<file path="src/rtl/div_mon_pkg.sv">
`default_nettype none
// ============================================================================
// Module      : div_mon_pkg
// Description : Shared types and constants for the divided clock-enable
//               monitor: monitor state encoding and error-counter sizing.
// Revision    : 1.0 - initial release
// ============================================================================
package div_mon_pkg;

    // Monitor state: waiting for a first edge, qualifying periods, locked.
    typedef enum logic [1:0] {
        IDLE    = 2'd0,
        MEASURE = 2'd1,
        LOCKED  = 2'd2
    } div_mon_state_e;

    // Error counter width and its saturation value.
    localparam int                     c_err_cnt_w   = 8;
    localparam logic [c_err_cnt_w-1:0] c_err_cnt_max = '1;

endpackage : div_mon_pkg
`default_nettype wire

</file>
<file path="src/rtl/div_edge_det.sv">
`default_nettype none
// ============================================================================
// Module      : div_edge_det
// Description : Rising-edge detector for a waveform already synchronous to
//               clk. Registers the previous sample and flags a 0->1 step.
//               While disabled the history is cleared, so a waveform that is
//               high when the block is re-enabled counts as a fresh edge.
// Ports       : clk     - clock
//               reset   - asynchronous active-high reset
//               i_en    - detector enable
//               i_din   - sampled waveform
//               o_rise  - combinational rising-edge flag
// Revision    : 1.0 - initial release
// ============================================================================
module div_edge_det (
    input  logic clk,
    input  logic reset,
    input  logic i_en,
    input  logic i_din,
    output logic o_rise
);

    logic r_prev;

    always_ff @(posedge clk or posedge reset) begin
        if (reset) begin
            r_prev <= 1'b0;
        end else if (!i_en) begin
            r_prev <= 1'b0;
        end else begin
            r_prev <= i_din;
        end
    end

    assign o_rise = i_en & i_din & ~r_prev;

endmodule : div_edge_det
`default_nettype wire

</file>
<file path="src/rtl/div_clk_monitor.sv">
`default_nettype none
// ============================================================================
// Module      : div_clk_monitor
// Description : Monitors the divided clock-enable waveform in the clk domain.
//               Measures period and high time between rising edges, declares
//               lock after LOCK_CNT consecutive matching periods, and reports
//               mismatches while locked and loss-of-edge timeouts as a one-cycle
//               error pulse plus a saturating error counter.
//               Compile option: define DIV_MON_DUTY_CHECK_EN to make the high
//               time part of the match criterion.
// Ports       : clk          - clock
//               reset        - asynchronous active-high reset
//               i_en         - monitor enable (low forces IDLE)
//               i_div_clk    - divided waveform, synchronous to clk
//               i_err_clr    - synchronous clear of o_err_cnt
//               o_rise       - pulse per detected rising edge
//               o_period     - last measured period
//               o_high       - last measured high time
//               o_period_vld - pulse when o_period/o_high update
//               o_locked     - level, high while locked
//               o_err        - one-cycle error pulse
//               o_err_cnt    - saturating count of error pulses
// Revision    : 1.0 - initial release
// ============================================================================
module div_clk_monitor
    import div_mon_pkg::*;
#(
    parameter int CNT_W      = 8,
    parameter int EXP_PERIOD = 3,
    parameter int EXP_HIGH   = 1,
    parameter int LOCK_CNT   = 4,
    parameter int TIMEOUT    = 16
) (
    input  logic                   clk,
    input  logic                   reset,
    input  logic                   i_en,
    input  logic                   i_div_clk,
    input  logic                   i_err_clr,
    output logic                   o_rise,
    output logic [CNT_W-1:0]       o_period,
    output logic [CNT_W-1:0]       o_high,
    output logic                   o_period_vld,
    output logic                   o_locked,
    output logic                   o_err,
    output logic [c_err_cnt_w-1:0] o_err_cnt
);

    localparam int                   c_match_w    = $clog2(LOCK_CNT + 1);
    localparam logic [CNT_W-1:0]     c_cnt_max    = '1;
    localparam logic [CNT_W-1:0]     c_exp_period = CNT_W'(EXP_PERIOD);
    localparam logic [CNT_W-1:0]     c_exp_high   = CNT_W'(EXP_HIGH);
    localparam logic [CNT_W-1:0]     c_timeout    = CNT_W'(TIMEOUT);
    localparam logic [c_match_w-1:0] c_lock_last  = c_match_w'(LOCK_CNT - 1);
`ifdef DIV_MON_DUTY_CHECK_EN
    localparam logic                 c_duty_check = 1'b1;
`else
    localparam logic                 c_duty_check = 1'b0;
`endif

    div_mon_state_e         r_state;
    div_mon_state_e         w_state_nxt;
    logic [c_match_w-1:0]   r_match_cnt;
    logic [c_match_w-1:0]   w_match_cnt_nxt;
    logic [CNT_W-1:0]       r_per_cnt;
    logic [CNT_W-1:0]       r_high_cnt;
    logic [CNT_W-1:0]       r_period;
    logic [CNT_W-1:0]       r_high;
    logic                   r_rise;
    logic                   r_period_vld;
    logic                   r_err;
    logic [c_err_cnt_w-1:0] r_err_cnt;
    logic                   w_rise;
    logic                   w_match;
    logic                   w_timeout;
    logic                   w_publish;
    logic                   w_err;

    div_edge_det u_edge_det (
        .clk    (clk),
        .reset  (reset),
        .i_en   (i_en),
        .i_din  (i_div_clk),
        .o_rise (w_rise)
    );

    // The counters hold the length of the period that is ending on this edge;
    // an edge arriving exactly at the timeout count is a (long) period, not a
    // timeout.
    always_comb begin
        w_match   = (r_per_cnt == c_exp_period) &&
                    (!c_duty_check || (r_high_cnt == c_exp_high));
        w_timeout = !w_rise && (r_per_cnt == c_timeout);
    end

    always_comb begin
        w_state_nxt     = r_state;
        w_match_cnt_nxt = r_match_cnt;
        w_publish       = 1'b0;
        w_err           = 1'b0;
        case (r_state)
            IDLE: begin
                // First edge only starts the measurement window.
                w_match_cnt_nxt = '0;
                if (w_rise) begin
                    w_state_nxt = MEASURE;
                end
            end
            MEASURE: begin
                if (w_rise) begin
                    w_publish = 1'b1;
                    if (w_match) begin
                        w_match_cnt_nxt = r_match_cnt + c_match_w'(1);
                        if (r_match_cnt == c_lock_last) begin
                            w_state_nxt = LOCKED;
                        end
                    end else begin
                        w_match_cnt_nxt = '0;
                    end
                end else if (w_timeout) begin
                    w_err           = 1'b1;
                    w_match_cnt_nxt = '0;
                    w_state_nxt     = IDLE;
                end
            end
            LOCKED: begin
                if (w_rise) begin
                    w_publish = 1'b1;
                    if (!w_match) begin
                        w_err           = 1'b1;
                        w_match_cnt_nxt = '0;
                        w_state_nxt     = MEASURE;
                    end
                end else if (w_timeout) begin
                    w_err           = 1'b1;
                    w_match_cnt_nxt = '0;
                    w_state_nxt     = IDLE;
                end
            end
            default: begin
                w_match_cnt_nxt = '0;
                w_state_nxt     = IDLE;
            end
        endcase
        if (!i_en) begin
            w_state_nxt     = IDLE;
            w_match_cnt_nxt = '0;
            w_publish       = 1'b0;
            w_err           = 1'b0;
        end
    end

    always_ff @(posedge clk or posedge reset) begin
        if (reset) begin
            r_state     <= IDLE;
            r_match_cnt <= '0;
        end else begin
            r_state     <= w_state_nxt;
            r_match_cnt <= w_match_cnt_nxt;
        end
    end

    always_ff @(posedge clk or posedge reset) begin
        if (reset) begin
            r_per_cnt    <= '0;
            r_high_cnt   <= '0;
            r_period     <= '0;
            r_high       <= '0;
            r_rise       <= 1'b0;
            r_period_vld <= 1'b0;
            r_err        <= 1'b0;
        end else if (!i_en) begin
            // Published measurements are kept for software to read back.
            r_per_cnt    <= '0;
            r_high_cnt   <= '0;
            r_rise       <= 1'b0;
            r_period_vld <= 1'b0;
            r_err        <= 1'b0;
        end else begin
            r_rise       <= w_rise;
            r_period_vld <= w_publish;
            r_err        <= w_err;
            if (w_rise) begin
                r_per_cnt <= CNT_W'(1);
            end else if (r_per_cnt != c_cnt_max) begin
                r_per_cnt <= r_per_cnt + CNT_W'(1);
            end
            if (w_rise) begin
                r_high_cnt <= CNT_W'(1);
            end else if (i_div_clk && (r_high_cnt != c_cnt_max)) begin
                r_high_cnt <= r_high_cnt + CNT_W'(1);
            end
            if (w_publish) begin
                r_period <= r_per_cnt;
                r_high   <= r_high_cnt;
            end
        end
    end

    // Counts the registered error pulse, so a clear raised in the same cycle
    // as a visible o_err leaves exactly that one error counted.
    always_ff @(posedge clk or posedge reset) begin
        if (reset) begin
            r_err_cnt <= '0;
        end else if (i_err_clr) begin
            r_err_cnt <= {{(c_err_cnt_w-1){1'b0}}, r_err};
        end else if (r_err && (r_err_cnt != c_err_cnt_max)) begin
            r_err_cnt <= r_err_cnt + c_err_cnt_w'(1);
        end
    end

    assign o_rise       = r_rise;
    assign o_period     = r_period;
    assign o_high       = r_high;
    assign o_period_vld = r_period_vld;
    assign o_locked     = (r_state == LOCKED);
    assign o_err        = r_err;
    assign o_err_cnt    = r_err_cnt;

endmodule : div_clk_monitor
`default_nettype wire

</file>
<file path="config.mk">
export PLATFORM = sky130hd
export DESIGN_NAME = div_clk_monitor
export DESIGN_NICKNAME = d
export VERILOG_FILES = /design/src/rtl/div_mon_pkg.sv /design/src/rtl/div_edge_det.sv /design/src/rtl/div_clk_monitor.sv
export SDC_FILE = /design/constraint.sdc
export NUM_CORES = 1
export LEC_CHECK = 0
export ABC_AREA = 1
export CAP_MARGIN = 20
export CORE_AREA = 5 5 84 86
export CTS_CLUSTER_DIAMETER = 100
export DETAILED_ROUTE_END_ITERATION = 12
export DIE_AREA = 0 0 89 91
export PLACE_DENSITY = 0.73
export SETUP_SLACK_MARGIN = 0.3
export SYNTH_ARGS = -nofsm -noshare
export SYNTH_HDL_FRONTEND = slang
export SYNTH_SLANG_ARGS = --single-unit
export TNS_END_PERCENT = 100
</file>
<file path="constraint.sdc">
create_clock -name clk -period 1.7 [get_ports clk]
set_input_delay 0.34 -clock clk [delete_from_list [all_inputs] [get_ports clk]]
set_output_delay 0.34 -clock clk [all_outputs]
set_load 0.005 [all_outputs]
</file>
Yosys cells after proc, flatten, opt, wreduce, memory -nomap -nowiden
Index checks and enable logic that the tools add are counted.
- bits in registers: 49
- input bits: 5
- output and inout bits: 28
- word-level logic and storage cells: 77
- $add $sub $neg: 4
- equality and inequality tests: 14
- muxes and demuxes: 36
- bitwise logic cells: 3
- reduce and logical (&&, ||, !) cells: 9
- operator list (kind ; number):
    2-to-1 mux 8 bit ; 8
    adder 8 x 1 -> 8 bit, second input constant ; 3
    inequality test 8 bit, second input constant ; 3
    2-to-1 mux 3 bit ; 6
    2-to-1 mux 2 bit ; 8
    inequality test 4 bit, second input constant ; 3
    2-to-1 mux 1 bit ; 11
    equality test 8 x 2 -> 1 bit, second input constant ; 1
    equality test 8 x 5 -> 1 bit, second input constant ; 1
    inequality test 3 x 1 -> 1 bit, second input constant ; 2
    one-hot mux 2 bit (3 select lines) ; 1
    one-hot mux 3 bit (2 select lines) ; 1
    AND reduction 4 bit ; 1
    adder 3 x 1 -> 3 bit, second input constant ; 1
    equality test 3 x 2 -> 1 bit, second input constant ; 1
    logical AND 1 bit ; 3
    inequality test 3 bit, second input constant ; 1
    AND 1 bit ; 2
    equality test 2 x 1 -> 1 bit, second input constant ; 1
    equality test 2 bit, second input constant ; 1
    logical NOT 2 bit ; 1
    one-hot mux 1 bit (2 select lines) ; 1
    AND reduction 2 bit ; 1
    nonzero test 2 bit ; 1
    3 further kinds ; 3

Logic depth before layout (Yosys ltp)
- word-level depth: 8
- gate-level depth with buffers: 10
- gate-level depth less buffers: 10

Cells and area by module
Synthesis repeated with hierarchy kept, for this count alone.
- cell total of the unflattened synthesis: 326
- area total of the unflattened synthesis: 2676.3 um^2
- modules (own cells, without submodules) (module ; times used ; cells an instance ; area an instance (um^2) ; seq. area each (um^2)):
    div_clk_monitor ; 1 ; 321 ; 2633.8 ; 1201.2
    div_edge_det ; 1 ; 5 ; 42.5 ; 25.0

Worst setup path before layout
No wires, ideal clock.
- path kind: register -> register
- start point: register r_state[0]
- end point: register r_match_cnt[1]
- library setup time: 66 ps
- arrival: 1444 ps
- data required time: 1634 ps
- path slack: 190 ps
- stages on the path, launching flop included: 8
- path buffers: 0
- period minus slack after synthesis: 1510 ps
- cell sequence: dfrtp_1 > inv_1 > ha_1 > nor2_1 > or2_4 > a21oi_1 > nand4_1 > nand2_1
- longest elaborated chain between the ends: 3
- elaborated cells on any way between the ends: 5
- those cells by class: eq/ne (3); mux (2)
- ends and longest elaborated chain (item ; line ; RTL):
    start: declaration ; div_clk_monitor.sv:60 ; div_mon_state_e r_state;
    start signal: assignment ; div_clk_monitor.sv:157 ; r_state <= w_state_nxt;
    equality test 2 bit * ; -- ;
    net o_locked ; div_clk_monitor.sv:43 ; output logic o_locked,
    one-hot mux 3 bit (2 select lines) ; div_clk_monitor.sv:100 ; case (r_state)
    2-to-1 mux 3 bit ; div_clk_monitor.sv:144 ; if (!i_en) begin
    end signal: assignment ; div_clk_monitor.sv:158 ; r_match_cnt <= w_match_cnt_nxt;
    end: declaration ; div_clk_monitor.sv:62 ; logic [c_match_w-1:0] r_match_cnt;
Mark *: on every way through the listed nets, which the timed path passes. The rest lies on a longest branch.
A chain may end at the register's enable or synchronous reset.

Worst setup path in the final report
- start point: register r_state[0]
- end point: register r_match_cnt[1]
- longest elaborated chain between the ends: 3
- elaborated cells on any way between the ends: 5
- those cells by class: eq/ne (3); mux (2)
- ends and longest elaborated chain (item ; line):
    equality test 2 bit or equality test 2 x 1 -> 1 bit (tied branches) ; div_clk_monitor.sv:100
    one-hot mux 3 bit (2 select lines) ; div_clk_monitor.sv:100
    2-to-1 mux 3 bit ; div_clk_monitor.sv:144
Parallel ways exist; a longest one is shown, timed or not.

==> results.cfg <==
[run_status]
status = complete, no violations

[timing]
setup_viol = 0
worst_slew_pin_slew_ps = 307
max_freq_ghz = 0.677
maxSlewHeadroom_pct = 79.5
slew_violations = 0
post-route-period-util_pct = 86.9
rsz0062_at_grt = yes
skew_ps = 15.6
period_minus_slack_ps = 1480
hold_viol = 0

[synthesis]
ys_seq_elements = 49
synth_adder_area_share_pct = 4.66
seq_area_frac_synth_pct = 45.6
ys_types = 33
synth_edf_count = 0
synth_ff_type = dfrtp_1
synthArstFlopShare_pct = 100
yosys.area.top_type_share_pct = 45.6
synth_common_cells = nand2_1, dfrtp_1, inv_1
synthMostInstantiatedCell = nand2_1
synth_top_family_by_area = simple AND/OR/NAND/NOR gates
netlist_instances = 334
synthSimpleGateAreaFrac_pct = 30.1
ys_warn_count = 0
synth_xor_area_share_pct = 0.978
synthMuxAreaShare_pct = 0
avgSynthCellArea_um2 = 8.05
synth_compound_area_share_pct = 10.8
netlist.top_cell.by_area = dfrtp_1
yosys-top-cells-area = dfrtp_1, nand2_1, inv_1, ha_1, nand3_1
synth_area_um2 = 2690
syn_nets = 349

[layout]
drive_above_1_share_pct = 34.8
fillCellCount = 479
design_area_um2 = 4000
diodes = 0
synthToLayoutAreaGrowth_pct = 48.6
nets = 457

[cts]
cts_max_level = 2
cts_tree = built
root_buffer = clkbuf_8
clock_sinks = 49
hold_buffers = 0
worstSkewPairLatency_ps = 310
cts_buffer_depth = 2
numCtsBuffers = 5
clk_pin_slew_ps = 100

[detailed_routing]
highest_layer = met4
wl_per_cell_um = 14.0
via_per_inst = 5.13
drt_iter0_markers = 124
wl_met3_um = 290
ant_nets = 0
vias = 2670
drc = 0
wl_met1_mm = 3.06
wl_met2_mm = 3.77
wl_mm = 7.29
drt_pass1_iterations = 4

[setup_path]
path_buf_inv = 2
slowest_stage = dfrtp_1
crit_chain = inv_2 > buf_6 > ha_4 > nand2_4 > or2_4 > a21oi_2 > nand4_1 > nand2_1
critPathLaunchType = flop
crit_cells = 8
cp_max_fo = 4
r2r_cells = 8
max_stage_delay_ps = 370
critPathCaptureType = flop
critical_path.top_delay_family = simple AND/OR/NAND/NOR gates
setup.worst_path.class = reg -> reg
critPathArrivalTime_ps = 1720
r2r_slack_ps = 220
required_ps = 1940

[floorplan]
initial_core_util_pct = 43.3
rows = 29
coreArea_um2 = 6200
fp.dieW_um = 89
die_area_um2 = 8100
io_pins = 33
die_height_um = 91

[worst_hold_path]
holdCritPathClass = in -> async

[global_route]
grt_overflow_total = 0
grt_use_total_pct = 16.9
grt_max_degree = 39
antenna_found_initial = 0
grt_pass1_wl_mm = 11.2
grt_pass1_vias = 2545

[power_and_ir_drop]
p_leak_nw = 2.06
power_w = 0.00287
power_density_nw_per_um2 = 717
ir_worst_vdd_mv = 0.432

[place]
dp_hpwl_mm = 4.16
place.gp.congestion = 0.900
place_area_um2 = 3240
port_buffers = 32

[job]
max_cap_violations = 0
cell families (layout without fill, tap and decap cells):
logic type | count (synthesis) | in the layout
fa+ha+maj | 10 | 10
flops | 49 | 49
buf+inv | 49 | 157
simple gates | 169 | 170
xor+xnor | 3 | 3
compound gates | 54 | 54
registers in the layout, indices dropped and copies added (netlist names):
name               flops
u_edge_det.r_prev      1
o_err_cnt              8
o_period               8
o_err                  1
r_state                2
o_high                 8
o_period_vld           1
r_per_cnt              8
o_rise                 1
r_high_cnt             8
r_match_cnt            3
final timing paths:
| kind | startpoint | end |
|---|---|---|
| setup / recovery | r_state[0] | r_match_cnt[1] |
| hold / removal | reset | o_err_cnt[4] |
| setup reg to reg | r_state[0] | r_match_cnt[1] |
| hold reg to reg | o_period[2] | o_period[2] |
| max in group asynchronous | reset | r_per_cnt[7] |
| min in group clk | o_period[2] | o_period[2] |
cell type report:
class | instances | area [µm²] | share of cell area (%)
Multi-Input combinational cell | 237 | 1500 | 37.6
Clock inverter | 2 | 13.8 | 0.345
Inverter | 43 | 173 | 4.32
Tap cell | 77 | 96.3 | 2.41
Timing Repair Buffer | 105 | 898 | 22.5
Sequential cell | 49 | 1230 | 30.9
Clock buffer | 6 | 72.6 | 1.82
Timing Repair inverter | 1 | 6.26 | 0.157
stage by stage:
stage / setup slack [ps] / instances / hold slack [ps] / util [%] / setup TNS [ps]
after floorplan: 310 / 334 / 376 / - / 0
after global placement: -98.3 / 452 / 465 / 52.2 / -1190
after detailed placement: -148 / 452 / 464 / 52.2 / -1920
after CTS: 182 / 501 / 337 / 59.3 / 0
after global routing: 162 / 520 / 348 / 64.4 / 0
final: 222 / 520 / 330 / 64.4 / 0
repair_timing:
item,CTS,global route
cloned,1,1
pin swaps,17,18
hold endpoints to repair,0,0
buffers inserted,40,18
resized for setup,54,59
endpoints found under the setup margin,59,34
cell usage in the layout (no fill, tap or decap), drive strengths merged:
cell / n
a21oi: 14
clkinvlp: 1
clkbuf: 8
o21ai: 37
nor3b: 1
dlygate4sd2: 28
ha: 10
nor3: 4
inv: 44
a21boi: 1
dfrtp: 49
buf: 73
o32ai: 1
nand2: 97
or2: 2
clkdlybuf4s50: 2
nand4: 7
o21bai: 1
xor2: 3
nor2: 32
clkinv: 1
nand3: 26
nand3b: 1
where the power goes:
part           switching (W)  total, W  internal, W
clock               0.000410  0.000704     0.000294
combinational       0.000432  0.000860     0.000429
sequential         0.0000530   0.00130      0.00125
worst register-to-register path, cell delays in order, from the launching register on:
cell	delay, ps
dfrtp_1	370
inv_2	60
buf_6	120
ha_4	280
nand2_4	50
or2_4	250
a21oi_2	120
nand4_1	90
nand2_1	70
metal layers:
layer	vias to the layer above	global-route usage [%]
met5	-	0
met1	1303	21.8
met4	0	6.58
met3	18	3.08
met2	58	28.0
li1	1291	-
(Power assumes the default switching activity.)
